--- config.mk ---
export PLATFORM = sky130hd
export DESIGN_NAME = enigma_uart_tx_flat
export DESIGN_NICKNAME = d
export VERILOG_FILES = /design/src/rtl/enigma_uart_tx_pkg.sv /design/src/rtl/enigma_uart_tx_if.sv /design/src/rtl/enigma_uart_tx_letter_fifo.sv /design/src/rtl/enigma_uart_tx.sv /design/src/flat_wrapper.sv
export SDC_FILE = /design/constraint.sdc
export NUM_CORES = 1
export LEC_CHECK = 0
export CORE_MARGIN = 2
export CORE_UTILIZATION = 55
export CTS_BUF_LIST = sky130_fd_sc_hd__clkbuf_16
export CTS_CLUSTER_SIZE = 24
export DETAILED_ROUTE_END_ITERATION = 10
export PLACE_DENSITY = 0.72
export SYNTH_ARGS = -nofsm -noshare
export SYNTH_HDL_FRONTEND = slang
export SYNTH_HIERARCHICAL = 1
export SYNTH_SLANG_ARGS = --single-unit
--- constraint.sdc ---
create_clock -name clk_in -period 3.2 [get_ports clk_in]
set_clock_uncertainty 0.15 [all_clocks]
set_input_delay 0.48 -clock clk_in [delete_from_list [all_inputs] [get_ports clk_in]]
set_output_delay 0.48 -clock clk_in [all_outputs]
set_load 0.02 [all_outputs]
--- src/rtl/enigma_uart_tx_pkg.sv ---
// ----------------------------------------------------------------------------
// enigma_tx_pkg
// Shared definitions for the Enigma ciphertext UART transmitter:
//   - tx_state_t     : serializer FSM states
//   - ASCII_*        : byte values placed on the line
//   - GROUP_LEN      : letters per cipher group (used when ENIGMA_TX_GROUP_EN
//                      is defined)
//   - encode_letter(): 5-bit letter code -> ASCII byte
// ----------------------------------------------------------------------------
package enigma_tx_pkg;

    typedef enum logic [1:0] {
        IDLE  = 2'd0,
        START = 2'd1,
        DATA  = 2'd2,
        STOP  = 2'd3
    } tx_state_t;

    localparam logic [7:0] ASCII_A     = 8'h41;
    localparam logic [7:0] ASCII_QMARK = 8'h3F;
    localparam logic [7:0] ASCII_SPACE = 8'h20;

    localparam int unsigned GROUP_LEN = 5;

    // Codes 0..25 are A..Z; anything above is not a letter and shows as '?'.
    function automatic logic [7:0] encode_letter(input logic [4:0] code);
        logic [7:0] ch;
        if (code < 5'd26) begin
            ch = ASCII_A + {3'b000, code};
        end else begin
            ch = ASCII_QMARK;
        end
        return ch;
    endfunction

endpackage

--- src/rtl/enigma_uart_tx_if.sv ---
// ----------------------------------------------------------------------------
// enigma_uart_tx_if
// Letter input handshake plus UART/status outputs of enigma_uart_tx.
//   letter_valid_in : one-cycle pulse, char_in valid
//   char_in[4:0]    : letter code, 0..25 = A..Z
//   tx_out          : UART serial line, idle high
//   busy_out        : transmitter active or letters pending
//   full_out        : letter FIFO full
//   drop_out        : one-cycle pulse, a letter was discarded
// Modports: master = letter source / line observer, slave = transmitter.
// ----------------------------------------------------------------------------
interface enigma_uart_tx_if;

    logic       letter_valid_in;
    logic [4:0] char_in;
    logic       tx_out;
    logic       busy_out;
    logic       full_out;
    logic       drop_out;

    modport master (
        output letter_valid_in,
        output char_in,
        input  tx_out,
        input  busy_out,
        input  full_out,
        input  drop_out
    );

    modport slave (
        input  letter_valid_in,
        input  char_in,
        output tx_out,
        output busy_out,
        output full_out,
        output drop_out
    );

endinterface

--- src/rtl/enigma_uart_tx_letter_fifo.sv ---
// ----------------------------------------------------------------------------
// letter_fifo
// Synchronous first-word-fall-through FIFO holding encoded letter bytes.
//   clk_in, rst_n_in : clock, asynchronous active-low reset
//   wr_en, wr_data   : write request (ignored while full)
//   rd_en, rd_data   : pop request (ignored while empty); rd_data is the head
//   full, empty      : registered status flags
//   count_next       : occupancy after this cycle's write/pop
// DEPTH must be a power of two, >= 2.
// ----------------------------------------------------------------------------
module letter_fifo #(
    parameter int unsigned WIDTH = 8,
    parameter int unsigned DEPTH = 8
) (
    input  logic                       clk_in,
    input  logic                       rst_n_in,
    input  logic                       wr_en,
    input  logic [WIDTH-1:0]           wr_data,
    input  logic                       rd_en,
    output logic [WIDTH-1:0]           rd_data,
    output logic                       full,
    output logic                       empty,
    output logic [$clog2(DEPTH):0]     count_next
);
    import enigma_tx_pkg::*;

    localparam int unsigned PTR_W = $clog2(DEPTH);
    localparam int unsigned CNT_W = PTR_W + 1;

    logic [WIDTH-1:0] mem_q [DEPTH];
    logic [PTR_W-1:0] wr_ptr_q, wr_ptr_d;
    logic [PTR_W-1:0] rd_ptr_q, rd_ptr_d;
    logic [CNT_W-1:0] count_q, count_d;
    logic             full_q, full_d;
    logic             empty_q, empty_d;
    logic             wr_fire, rd_fire;

    assign wr_fire = wr_en && !full_q;
    assign rd_fire = rd_en && !empty_q;

    always_comb begin
        wr_ptr_d = wr_ptr_q;
        rd_ptr_d = rd_ptr_q;
        count_d  = count_q;
        if (wr_fire) begin
            wr_ptr_d = wr_ptr_q + PTR_W'(1);
        end
        if (rd_fire) begin
            rd_ptr_d = rd_ptr_q + PTR_W'(1);
        end
        case ({wr_fire, rd_fire})
            2'b10:   count_d = count_q + CNT_W'(1);
            2'b01:   count_d = count_q - CNT_W'(1);
            default: count_d = count_q;
        endcase
        full_d  = (count_d == CNT_W'(DEPTH));
        empty_d = (count_d == '0);
    end

    always_ff @(posedge clk_in or negedge rst_n_in) begin
        if (!rst_n_in) begin
            wr_ptr_q <= '0;
            rd_ptr_q <= '0;
            count_q  <= '0;
            full_q   <= 1'b0;
            empty_q  <= 1'b1;
        end else begin
            wr_ptr_q <= wr_ptr_d;
            rd_ptr_q <= rd_ptr_d;
            count_q  <= count_d;
            full_q   <= full_d;
            empty_q  <= empty_d;
        end
    end

    // Storage needs no reset: an entry is only read after it was written.
    always_ff @(posedge clk_in) begin
        if (wr_fire) begin
            mem_q[wr_ptr_q] <= wr_data;
        end
    end

    assign rd_data    = mem_q[rd_ptr_q];
    assign full       = full_q;
    assign empty      = empty_q;
    assign count_next = count_d;

endmodule

--- src/rtl/enigma_uart_tx.sv ---
// ----------------------------------------------------------------------------
// enigma_uart_tx
// Buffers the Enigma core's 5-bit ciphertext letters, converts them to ASCII
// and sends each as an 8N1 UART frame (LSB first) on tx_out.
//   clk_in   : system clock, all state on rising edge
//   rst_n_in : asynchronous active-low reset
//   bus      : enigma_uart_tx_if.slave
//              letter_valid_in/char_in in; tx_out, busy_out, full_out,
//              drop_out out
// Parameters: CLK_HZ, BAUD (BAUD_DIV = CLK_HZ/BAUD >= 2), FIFO_DEPTH (pow2).
// Optional feature macro ENIGMA_TX_GROUP_EN: inserts a space frame after
// every GROUP_LEN letters (five-letter cipher groups).
// ----------------------------------------------------------------------------
module enigma_uart_tx #(
    parameter int unsigned CLK_HZ     = 100_000_000,
    parameter int unsigned BAUD       = 115200,
    parameter int unsigned FIFO_DEPTH = 8
) (
    input  logic               clk_in,
    input  logic               rst_n_in,
    enigma_uart_tx_if.slave    bus
);
    import enigma_tx_pkg::*;

    localparam int unsigned BAUD_DIV = CLK_HZ / BAUD;
    localparam int unsigned TMR_W    = $clog2(BAUD_DIV);
    localparam logic [TMR_W-1:0] TMR_LAST = TMR_W'(BAUD_DIV - 1);
    localparam int unsigned CNT_W    = $clog2(FIFO_DEPTH) + 1;

    tx_state_t        state_q, state_d;
    logic [TMR_W-1:0] timer_q, timer_d;
    logic [2:0]       bit_idx_q, bit_idx_d;
    logic [7:0]       shift_q, shift_d;
    logic             busy_q, busy_d;
    logic             drop_q, drop_d;
`ifdef ENIGMA_TX_GROUP_EN
    logic [2:0]       grp_q, grp_d;
    logic             space_q, space_d;
`endif

    logic             fifo_wr;
    logic             fifo_rd;
    logic [7:0]       fifo_rd_data;
    logic             fifo_full;
    logic             fifo_empty;
    logic [CNT_W-1:0] fifo_count_next;
    logic             bit_end;

    // The registered full flag gates the write, so a write arriving while
    // full is dropped even if the FSM pops in the same cycle.
    assign fifo_wr = bus.letter_valid_in && !fifo_full;

    letter_fifo #(
        .WIDTH (8),
        .DEPTH (FIFO_DEPTH)
    ) u_fifo (
        .clk_in     (clk_in),
        .rst_n_in   (rst_n_in),
        .wr_en      (fifo_wr),
        .wr_data    (encode_letter(bus.char_in)),
        .rd_en      (fifo_rd),
        .rd_data    (fifo_rd_data),
        .full       (fifo_full),
        .empty      (fifo_empty),
        .count_next (fifo_count_next)
    );

    assign bit_end = (timer_q == TMR_LAST);

    always_comb begin
        state_d   = state_q;
        timer_d   = timer_q;
        bit_idx_d = bit_idx_q;
        shift_d   = shift_q;
        fifo_rd   = 1'b0;
`ifdef ENIGMA_TX_GROUP_EN
        grp_d     = grp_q;
        space_d   = space_q;
`endif
        unique case (state_q)
            IDLE: begin
                if (!fifo_empty) begin
                    timer_d   = '0;
                    bit_idx_d = '0;
                    state_d   = START;
`ifdef ENIGMA_TX_GROUP_EN
                    // A full group goes out as a space first; the pending
                    // letter stays at the FIFO head for the next IDLE.
                    if (grp_q == 3'(GROUP_LEN)) begin
                        shift_d = ASCII_SPACE;
                        space_d = 1'b1;
                        grp_d   = '0;
                    end else begin
                        shift_d = fifo_rd_data;
                        fifo_rd = 1'b1;
                        space_d = 1'b0;
                    end
`else
                    shift_d = fifo_rd_data;
                    fifo_rd = 1'b1;
`endif
                end
            end
            START: begin
                timer_d = bit_end ? '0 : timer_q + TMR_W'(1);
                if (bit_end) begin
                    state_d = DATA;
                end
            end
            DATA: begin
                timer_d = bit_end ? '0 : timer_q + TMR_W'(1);
                if (bit_end) begin
                    shift_d   = {1'b0, shift_q[7:1]};
                    bit_idx_d = bit_idx_q + 3'd1;
                    if (bit_idx_q == 3'd7) begin
                        state_d = STOP;
                    end
                end
            end
            STOP: begin
                timer_d = bit_end ? '0 : timer_q + TMR_W'(1);
                if (bit_end) begin
                    state_d = IDLE;
`ifdef ENIGMA_TX_GROUP_EN
                    if (!space_q) begin
                        grp_d = grp_q + 3'd1;
                    end
`endif
                end
            end
            default: state_d = IDLE;
        endcase

        busy_d = (state_d != IDLE) || (fifo_count_next != '0);
        drop_d = bus.letter_valid_in && fifo_full;
    end

    always_ff @(posedge clk_in or negedge rst_n_in) begin
        if (!rst_n_in) begin
            state_q   <= IDLE;
            timer_q   <= '0;
            bit_idx_q <= '0;
            shift_q   <= '0;
            busy_q    <= 1'b0;
            drop_q    <= 1'b0;
`ifdef ENIGMA_TX_GROUP_EN
            grp_q     <= '0;
            space_q   <= 1'b0;
`endif
        end else begin
            state_q   <= state_d;
            timer_q   <= timer_d;
            bit_idx_q <= bit_idx_d;
            shift_q   <= shift_d;
            busy_q    <= busy_d;
            drop_q    <= drop_d;
`ifdef ENIGMA_TX_GROUP_EN
            grp_q     <= grp_d;
            space_q   <= space_d;
`endif
        end
    end

    always_comb begin
        unique case (state_q)
            START:   bus.tx_out = 1'b0;
            DATA:    bus.tx_out = shift_q[0];
            default: bus.tx_out = 1'b1;
        endcase
    end

    assign bus.busy_out = busy_q;
    assign bus.full_out = fifo_full;
    assign bus.drop_out = drop_q;

endmodule
--- src/flat_wrapper.sv ---
// flat-port wrapper written by rule: the top's interface ports become plain ports
module enigma_uart_tx_flat import enigma_tx_pkg::*;
#(
    parameter int unsigned CLK_HZ     = 100_000_000,
    parameter int unsigned BAUD       = 115200,
    parameter int unsigned FIFO_DEPTH = 8
)
  (clk_in, rst_n_in, bus_letter_valid_in, bus_char_in, bus_tx_out, bus_busy_out, bus_full_out, bus_drop_out);
  enigma_uart_tx_if bus_i ();
  input  logic clk_in;
  input  logic rst_n_in;
  input wire logic [$bits(bus_i.letter_valid_in)-1:0] bus_letter_valid_in;
  input wire logic [$bits(bus_i.char_in)-1:0] bus_char_in;
  output wire logic [$bits(bus_i.tx_out)-1:0] bus_tx_out;
  output wire logic [$bits(bus_i.busy_out)-1:0] bus_busy_out;
  output wire logic [$bits(bus_i.full_out)-1:0] bus_full_out;
  output wire logic [$bits(bus_i.drop_out)-1:0] bus_drop_out;
  assign bus_i.letter_valid_in = bus_letter_valid_in;
  assign bus_i.char_in = bus_char_in;
  assign bus_tx_out = bus_i.tx_out;
  assign bus_busy_out = bus_i.busy_out;
  assign bus_full_out = bus_i.full_out;
  assign bus_drop_out = bus_i.drop_out;
  enigma_uart_tx #(.CLK_HZ(CLK_HZ), .BAUD(BAUD), .FIFO_DEPTH(FIFO_DEPTH)) u_core (.clk_in(clk_in), .rst_n_in(rst_n_in), .bus(bus_i));
endmodule
## Word level (Yosys, flattened, before mapping)

Memory sizes are Yosys's and may differ from the RTL's.
Index checks and enable logic that the tools add are counted.
W data, S select, Z words.

| word-level totals | value |
|---|---|
| flip-flop bits (word level) | 37 |
| RAM bits | 64 |
| bits of input ports | 8 |
| output and inout bits | 4 |
| word-level logic and storage cells | 66 |
| memories | 1 |

Memories:

| name | depth | bits a word | rd ports | clocked after memory_dff | write ports | line | text |
|---|---|---|---|---|---|---|---|
| u_core.u_fifo.mem_q | 8 | 8 | 1 | 0 | 1 | enigma_uart_tx_letter_fifo.sv:30 | `logic [WIDTH-1:0] mem_q [DEPTH];` |

| cells by class | value |
|---|---|
| add/subtract/negate cells | 7 |
| magnitude comparators | 1 |
| eq/ne operators | 10 |
| muxes and demuxes | 22 |
| reductions and logical operators | 14 |

Operators with widths:

| kind | number |
|---|---|
| $mux W8 | 3 |
| $mux W10 | 2 |
| $pmux W10 S2 | 1 |
| $pmux W8 S2 | 1 |
| $add A10 B1 Y10 const B | 1 |
| $eq A10 B10 Y1 const B | 1 |
| $mux W2 | 5 |
| $add A3 B1 Y3 const B | 3 |
| $add A7 B5 Y8 const A | 1 |
| $pmux W2 S4 | 1 |
| $pmux W4 S2 | 1 |
| $eq A2 B2 Y1 const B | 3 |
| $mux W3 | 2 |
| $pmux W3 S2 | 1 |
| $lt A5 B5 Y1 const B | 1 |
| $add A4 B1 Y4 const B | 1 |
| $eq A2 B1 Y1 const B | 2 |
| $eq A4 B4 Y1 const B | 1 |
| $logic_and A1 B1 Y1 | 4 |
| $logic_not A4 Y1 | 1 |
| $mux W1 | 4 |
| $reduce_bool A2 Y1 | 2 |
| $reduce_bool A4 Y1 | 1 |
| $sub A4 B1 Y4 const B | 1 |
| other kinds (9) | 10 |

## Longest topological paths before layout

Gate-level depths: netlist of the first run.

| logic depth | value |
|---|---|
| depth in word-level cells | 7 |
| mapped depth | 15 |
| gate-level depth less buffers | 13 |

## Modules after synthesis

The synthesis of the first run kept the hierarchy.

By module, submodules not included:

| module | times used | cells an instance | area each (um^2) | sequential area each (um^2) |
|---|---|---|---|---|
| letter_fifo | 1 | 164 | 3143.0 | 2223.4 |
| enigma_uart_tx | 1 | 143 | 1380.1 | 625.6 |

## Least setup slack after synthesis of the first run

Ideal clock, no wire load.

| timing | value |
|---|---|
| path kind | reg2reg |
| start point | reg u_core.state_q[1] |
| end point | reg u_core.busy_q, in the netlist u_core/bus.busy_out |
| setup time | 0.131 ns |
| arrival time | 2.487 ns |
| data required time | 2.919 ns |
| setup slack | 0.432 ns |
| cell stages (with the launch flop) | 16 |
| buffers on the path | 2 |
| clock period less this slack | 2.768 ns |
| cell sequence | dfrtp_1 -> buf_2 -> or2_0 -> buf_2 -> nor2_1 -> nand2b_4 -> inv_1 -> nand2_1 -> xnor2_1 -> ha_1 -> a21oi_1 -> a21boi_1 -> nor3_1 -> xor2_1 -> nor4_1 -> o21ai_1 |

| between the ends | value |
|---|---|
| cells in the longest elaborated chain, start to end | 7 |
| elaborated cells on any way between the ends | 18 |
| classes of those cells | 5 x eq/ne; 8 x mux; 5 x reduce/logical |

Ends and longest elaborated chain:

| what | line | text |
|---|---|---|
| start, declared | enigma_uart_tx.sv:30 | `tx_state_t state_q, state_d;` |
| start signal, assigned | enigma_uart_tx.sv:151 | `state_q <= state_d;` |
| $logic_not A2 Y1 * | enigma_uart_tx.sv:80 | `unique case (state_q)` |
| $mux W1 * | enigma_uart_tx.sv:80 |  |
| via u_core.fifo_rd | enigma_uart_tx.sv:42 | `logic fifo_rd;` |
| $logic_and A1 B1 Y1 * | enigma_uart_tx_letter_fifo.sv:39 | `assign rd_fire = rd_en && !empty_q;` |
| $eq A2 B1 Y1 or $eq A2 B2 Y1 (tied branches) | enigma_uart_tx_letter_fifo.sv:51 | `case ({wr_fire, rd_fire})` |
| $pmux W4 S2 * | enigma_uart_tx_letter_fifo.sv:51 |  |
| via u_core.fifo_count_next[2] | enigma_uart_tx.sv:46 | `logic [CNT_W-1:0] fifo_count_next;` |
| $reduce_bool A4 Y1 * | enigma_uart_tx.sv:134 | `busy_d = (state_d != IDLE) \|\| (fifo_count_next != '0);` |
| $logic_or A1 B1 Y1 * | enigma_uart_tx.sv:134 |  |
| via u_core.busy_d | enigma_uart_tx.sv:34 | `logic busy_q, busy_d;` |
| end signal, assigned | enigma_uart_tx.sv:155 | `busy_q <= busy_d;` |
| end, declared | enigma_uart_tx.sv:34 |  |

The timed path passes the listed nets; every way through them passes the cells marked *.
A chain may end at the register's enable or synchronous reset.

## Final worst setup path of the first run

| timing | value |
|---|---|
| start point | reg u_core.state_q[0] |
| end point | reg u_core.busy_q, in the netlist u_core/bus.busy_out |

Same word-level chain as after synthesis.

==> flow_metrics.tcl, run 1 <==
set metrics [dict create \
    via_per_inst 5.723 \
    max_freq_mhz 358.6 \
    holdWs_ns 0.07052 \
    cts_tree "done" \
    start_util_pct 55.89 \
    syn_inst 307 \
    worstPathRequired_ns 3.27 \
    layout_commonest_cell "edfxtp_1" \
    wl_um 7695 \
    mostFrequentLayoutCells "64 x edfxtp_1, 36 x dfrtp_1, 31 x nand2_1" \
    fp.dieW_um 94.69 \
    fin_crit_ns 2.789 \
    cts_setup_buffers 0 \
    multi_input_area_sq_um 1593 \
    clkTransAtPathRegs_ns 0.07 \
    worstPathArrival_ns 2.86 \
    gp_congestion 0.7358 \
    die_area_sq_um 8965 \
    ios 12 \
    clk_latency_ns 0.35 \
    drive_gt1_share_pct 14.04 \
    dp_hpwl_um 4939 \
    totalNegativeSetupSlack_ns 0 \
    antenna_found_initial 0 \
    grt_pass1_vias 2511 \
    diodes 0 \
    p_leak_uw 0.001902 \
    postRouteAntennaNets 0 \
    cts_sinks 101 \
    rsz0062_at_grt "false" \
    drc_errors 0 \
    synth_cell_type_count 52 \
    critPathMaxFanout 10 \
    htreeDepth 3 \
    grt_usage_pct 19.04 \
    synth-main-ff-cell "edfxtp_1" \
    fin_nets 353 \
    num_vias 2558 \
    regArea_sq_um 2849 \
    numCtsBuffers 9 \
    hold_violations 0 \
    p_per_area_nw_per_um2 736.1 \
    critical_path_class "reg -> reg" \
    avgSynthCellArea_sq_um 14.73 \
    maxSlewHeadroom_pct 46.13 \
    grt_overflow_total 0 \
    ctsResizeCount 0 \
    post_drt_wl_per_cell_um 17.21 \
    grt_max_degree 38 \
    clockBufferDepth 2 \
    synth_area_sq_um 4523 \
    fin_area_sq_um 5121 \
    core_sq_um 8093 \
    finalPower_uw 3770 \
    start_kind "flip-flop" \
    drt-initial-drc-count 89 \
    finalSetupViolCount 0 \
    end_kind "flip-flop" \
    async_reset_ff_share_pct 36.63 \
    firstDrtPassIters 6 \
    status "completed" \
    worst_slew_pin_slew_ns 0.8081 \
    portBuffers 11 \
    place_area_sq_um 4806 \
    fillers 613 \
    hold_buffers 0 \
    syn2layout_area_growth_pct 13.22 \
    cts-root-buf "clkbuf_16" \
    rrSetupSlack_ns 0.41 \
    synth_enable_flop_cells 64 \
    rows 33 \
    peakVddDrop_mv 0.4163 \
    die_y_um 94.69 \
    maxCapViolCount 0 \
    ys_seq_area_share_pct 62.99 \
    yosys_warnings 6 \
    grt_pass1_wl_um 12520 \
    final_max_slew_viol_count 0 \
    min_path_type "in -> async" \
    fin_crit_sh_pct 87.15 \
    ys_ff_latch 101 \
]
-- state kept, by name (all words and copies together), names as in the netlist, 2 cells and up --
register / count
u_core/u_fifo/mem_q: 64
u_core/u_fifo/wr_ptr_q: 3
u_core/u_fifo/count_q: 4
u_core/state_q: 2
u_core/u_fifo/rd_ptr_q: 3
u_core/shift_q: 8
u_core/timer_q: 10
u_core/bit_idx_q: 3
-- per-layer routing --
layer / up-vias / track usage [%] / share of wire, %
met1: 1281 / 24.78 / 46
met3: 9 / 5.108 / 2.9
li1: 1231 / - / -
met2: 37 / 31.32 / 50
met5: - / 0 / 0
met4: 0 / 6.280 / 1.3
-- through the flow --
stage / setup slack [ns] / std cells / utilization, %
floorplan: 0.4323 / 314 / -
global placement: 0.2817 / 431 / 59.38
detailed placement: 0.1796 / 431 / 59.38
CTS: 0.3933 / 447 / 63.28
global route: 0.1493 / 447 / 63.28
finish: 0.4111 / 447 / 63.28
-- worst max-delay path, cell delays in order (launching register included) --
cell and delay (ns):
dfrtp_1 0.48, or2_0 0.27, nor2_1 0.22, nand2b_4 0.12
inv_1 0.17, nand2_1 0.09, xnor2_1 0.13, ha_1 0.18
a21oi_1 0.15, a21boi_1 0.18, nor3_1 0.07, xor2_1 0.18
nor4_1 0.18, o21ai_1 0.10
-- report_power, final --
part | internal [uW] | switching [uW] | total, uW
registers | 1660 | 197 | 1850
logic | 393 | 399 | 792
clock network | 625 | 500 | 1130
-- final timing paths --
check / endpoint / cells past startpoint / from
max reg2reg: u_core/bus.busy_out$_DFF_PN0_ / 13 / u_core/state_q[0]$_DFF_PN0_
min reg2reg: u_core/bit_idx_q[0]$_DFFE_PN0P_ / 1 / u_core/bit_idx_q[0]$_DFFE_PN0P_
max in group asynchronous: u_core/shift_q[4]$_DFFE_PN0P_ / 1 / rst_n_in
max: u_core/bus.busy_out$_DFF_PN0_ / 13 / u_core/state_q[0]$_DFF_PN0_
min: u_core/timer_q[3]$_DFFE_PN0P_ / 1 / rst_n_in
min in group clk_in: u_core/bit_idx_q[0]$_DFFE_PN0P_ / 1 / u_core/bit_idx_q[0]$_DFFE_PN0P_
-- synthesized netlist by cell type, types with 6 or more instances --
| library cell | instances | area share [%] |
|---|---|---|
| o21ai_1 | 7 | 0.77 |
| mux4_1 | 16 | 9.3 |
| nand3_1 | 8 | 0.89 |
| ha_1 | 8 | 2.2 |
| nor2_1 | 13 | 1.1 |
| buf_2 | 7 | 0.77 |
| nand2_1 | 31 | 2.6 |
| xnor2_1 | 9 | 1.7 |
| dfrtp_1 | 36 | 20 |
| nor3_1 | 6 | 0.66 |
| o32a_1 | 7 | 1.5 |
| mux2_2 | 9 | 2.2 |
| o21a_1 | 7 | 1.2 |
| edfxtp_1 | 64 | 42 |
-- kinds of logic after synthesis --
kind of cell,synth area share (%)
XOR/XNOR,2.130
other,0.08291
buffers and inverters,2.379
multiplexers,12.20
adder cells (fa/ha/maj),2.213
AO/OA/AOI/OAI,6.777
flip-flops,62.99
AND/OR/NAND/NOR,11.23
-- final cells by class --
class	instances	share of cell area [%]
clock buffers	9	4.398
clock inverters	7	1.759
inverters	6	0.4398
multi-input cells	194	31.10
flip-flops and latches	101	55.63
well taps	105	2.565
repair buffers	25	4.105
No activity file was read; power rests on OpenSTA's default activity.
==> run 2, diff against run 1 <==
--- a/config.mk
+++ b/config.mk
@@ -5,7 +5,6 @@
 export SDC_FILE = /design/constraint.sdc
 export NUM_CORES = 1
 export LEC_CHECK = 0
-export CORE_MARGIN = 2
 export CORE_UTILIZATION = 55
 export CTS_BUF_LIST = sky130_fd_sc_hd__clkbuf_16
 export CTS_CLUSTER_SIZE = 24
==> flow_metrics.tcl, run 2 (same netlist as run 1, synthesis figures left out) <==
set metrics [dict create \
    diodes 0 \
    top_register "u_core/u_fifo/mem_q" \
    core_sq_um 7848 \
    max_freq_mhz 341.7 \
    postRouteAntennaNets 0 \
    clkTransAtPathRegs_ns 0.07 \
    largest_reg_flops 64 \
    crit_family "simple AND/OR/NAND/NOR gates" \
    p_leak_uw 0.001884 \
    worst_slew_pin_slew_ns 0.7991 \
    end_kind "flip-flop" \
    syn2layout_area_growth_pct 12.37 \
    start_kind "flip-flop" \
    antenna_found_initial 0 \
    grt_pass1_vias 2525 \
    peakVddDrop_mv 0.4737 \
    layout_commonest_cell "edfxtp_1" \
    fin_crit_ns 2.927 \
    rows 32 \
    status "completed" \
    fin_crit_sh_pct 91.46 \
    start_util_pct 57.64 \
    clk_latency_ns 0.34 \
    mostFrequentLayoutCells "64 x edfxtp_1, 36 x dfrtp_1, 31 x nand2_1" \
    fin_nets 353 \
    wl_um 7625 \
    cts_setup_buffers 0 \
    cts_sinks 101 \
    num_vias 2544 \
    grt_overflow_total 0 \
    critical_path_class "reg -> reg" \
    die_area_sq_um 8591 \
    cp_cell_sequence "or2_0 -> nor2_1 -> nand2b_4 -> inv_1 -> nand2_1 -> xnor2_1 -> ha_1 -> a21oi_1 -> a21boi_1 -> nor3_1 -> xor2_1 -> nor4_1 -> o21ai_1" \
    portBuffers 11 \
    critPathMaxFanout 10 \
    drt-initial-drc-count 110 \
    critical_path.max_stage_delay_ns 0.48 \
    final_max_slew_viol_count 0 \
    reg2reg_from "u_core/state_q[0]$_DFF_PN0_" \
    cts-root-buf "clkbuf_16" \
    numCtsBuffers 9 \
    place_area_sq_um 4802 \
    grt_usage_pct 19.76 \
    reg_top3 "u_core/u_fifo/mem_q (64), u_core/timer_q (10), u_core/shift_q (8)" \
    worstPathArrival_ns 2.99 \
    min_path_type "in -> async" \
    clockBufferDepth 2 \
    drive_gt1_share_pct 13.45 \
    ctsResizeCount 0 \
    dp_hpwl_um 5119 \
    post_drt_wl_per_cell_um 17.17 \
    cts_tree "done" \
    die_y_um 92.69 \
    fin_area_sq_um 5082 \
    hold_buffers 0 \
    worstPathRequired_ns 3.26 \
    cp_num_buf_inv 1 \
    gp_congestion 0.7586 \
    finalSetupViolCount 0 \
    firstDrtPassIters 4 \
    grt_max_degree 38 \
    totalNegativeSetupSlack_ns 0 \
    maxSlewHeadroom_pct 46.73 \
    hold_violations 0 \
    htreeDepth 3 \
    grt_pass1_wl_um 12510 \
    cpMaxStageDelayCell "dfrtp_1" \
    maxCapViolCount 0 \
    ios 12 \
    rsz0062_at_grt "false" \
    via_per_inst 5.730 \
    fp.dieW_um 92.69 \
    drc_errors 0 \
    startpoint "u_core/state_q[0]$_DFF_PN0_" \
    p_per_area_nw_per_um2 720.1 \
]
## run 2: per-stage QoR
step	hold slack, ns	cells	total power, uW	utilization, %	worst slack, ns
after floorplan	0.03441	314	2431	-	0.4323
final	0.07921	444	3660	64.76	0.2734
after CTS	0.1052	444	3694	64.76	0.2725
after detailed placement	0.3311	428	2680	61.19	0.1841
after global placement	0.3210	428	2638	61.19	0.3095
after global routing	0.1615	444	3852	64.76	0.02627
## run 2: where the power goes
group,internal [uW],switching [uW]
Sequential,1660,199
Clock,538,474
Combinational,400,393
Total,2590,1070
## run 2: worst register-to-register path: cells and delay by family, from the launching register on
family	cells	cell delay, ns
AO/OA/AOI/OAI	3	0.43
XOR/XNOR	2	0.32
adder cells (fa/ha/maj)	1	0.18
buffers and inverters	1	0.17
flip-flops	1	0.48
AND/OR/NAND/NOR	6	1.08
## run 2: final timing paths
kind / to / slack (ns) / cells after the start
min in group clk_in: u_core/shift_q[2]$_DFFE_PN0P_ / 0.34 / 1
max: u_core/bus.busy_out$_DFF_PN0_ / 0.27 / 13
min: u_core/timer_q[2]$_DFFE_PN0P_ / 0.08 / 1
min reg2reg: u_core/shift_q[2]$_DFFE_PN0P_ / 0.34 / 1
max reg2reg: u_core/bus.busy_out$_DFF_PN0_ / 0.27 / 13
max in group asynchronous: u_core/shift_q[5]$_DFFE_PN0P_ / 2.32 / 1
## run 2: layout make-up
type / instances / area, sq um
Tap cell: 102 / 127.6
Multi-Input combinational cell: 194 / 1593
Inverter: 6 / 22.52
Sequential cell: 101 / 2849
Clock inverter: 7 / 55.05
Fill cell: 582 / 2765
Clock buffer: 9 / 225.2
Timing Repair Buffer: 25 / 210.2
## run 2: layer usage
metal	wire length, um	global-route usage, %	vias to the layer above
met5	0	0	-
met1	3350	24.76	1269
li1	-	-	1224
met4	118	8.718	0
met3	270	3.448	9
met2	3885	33.83	42
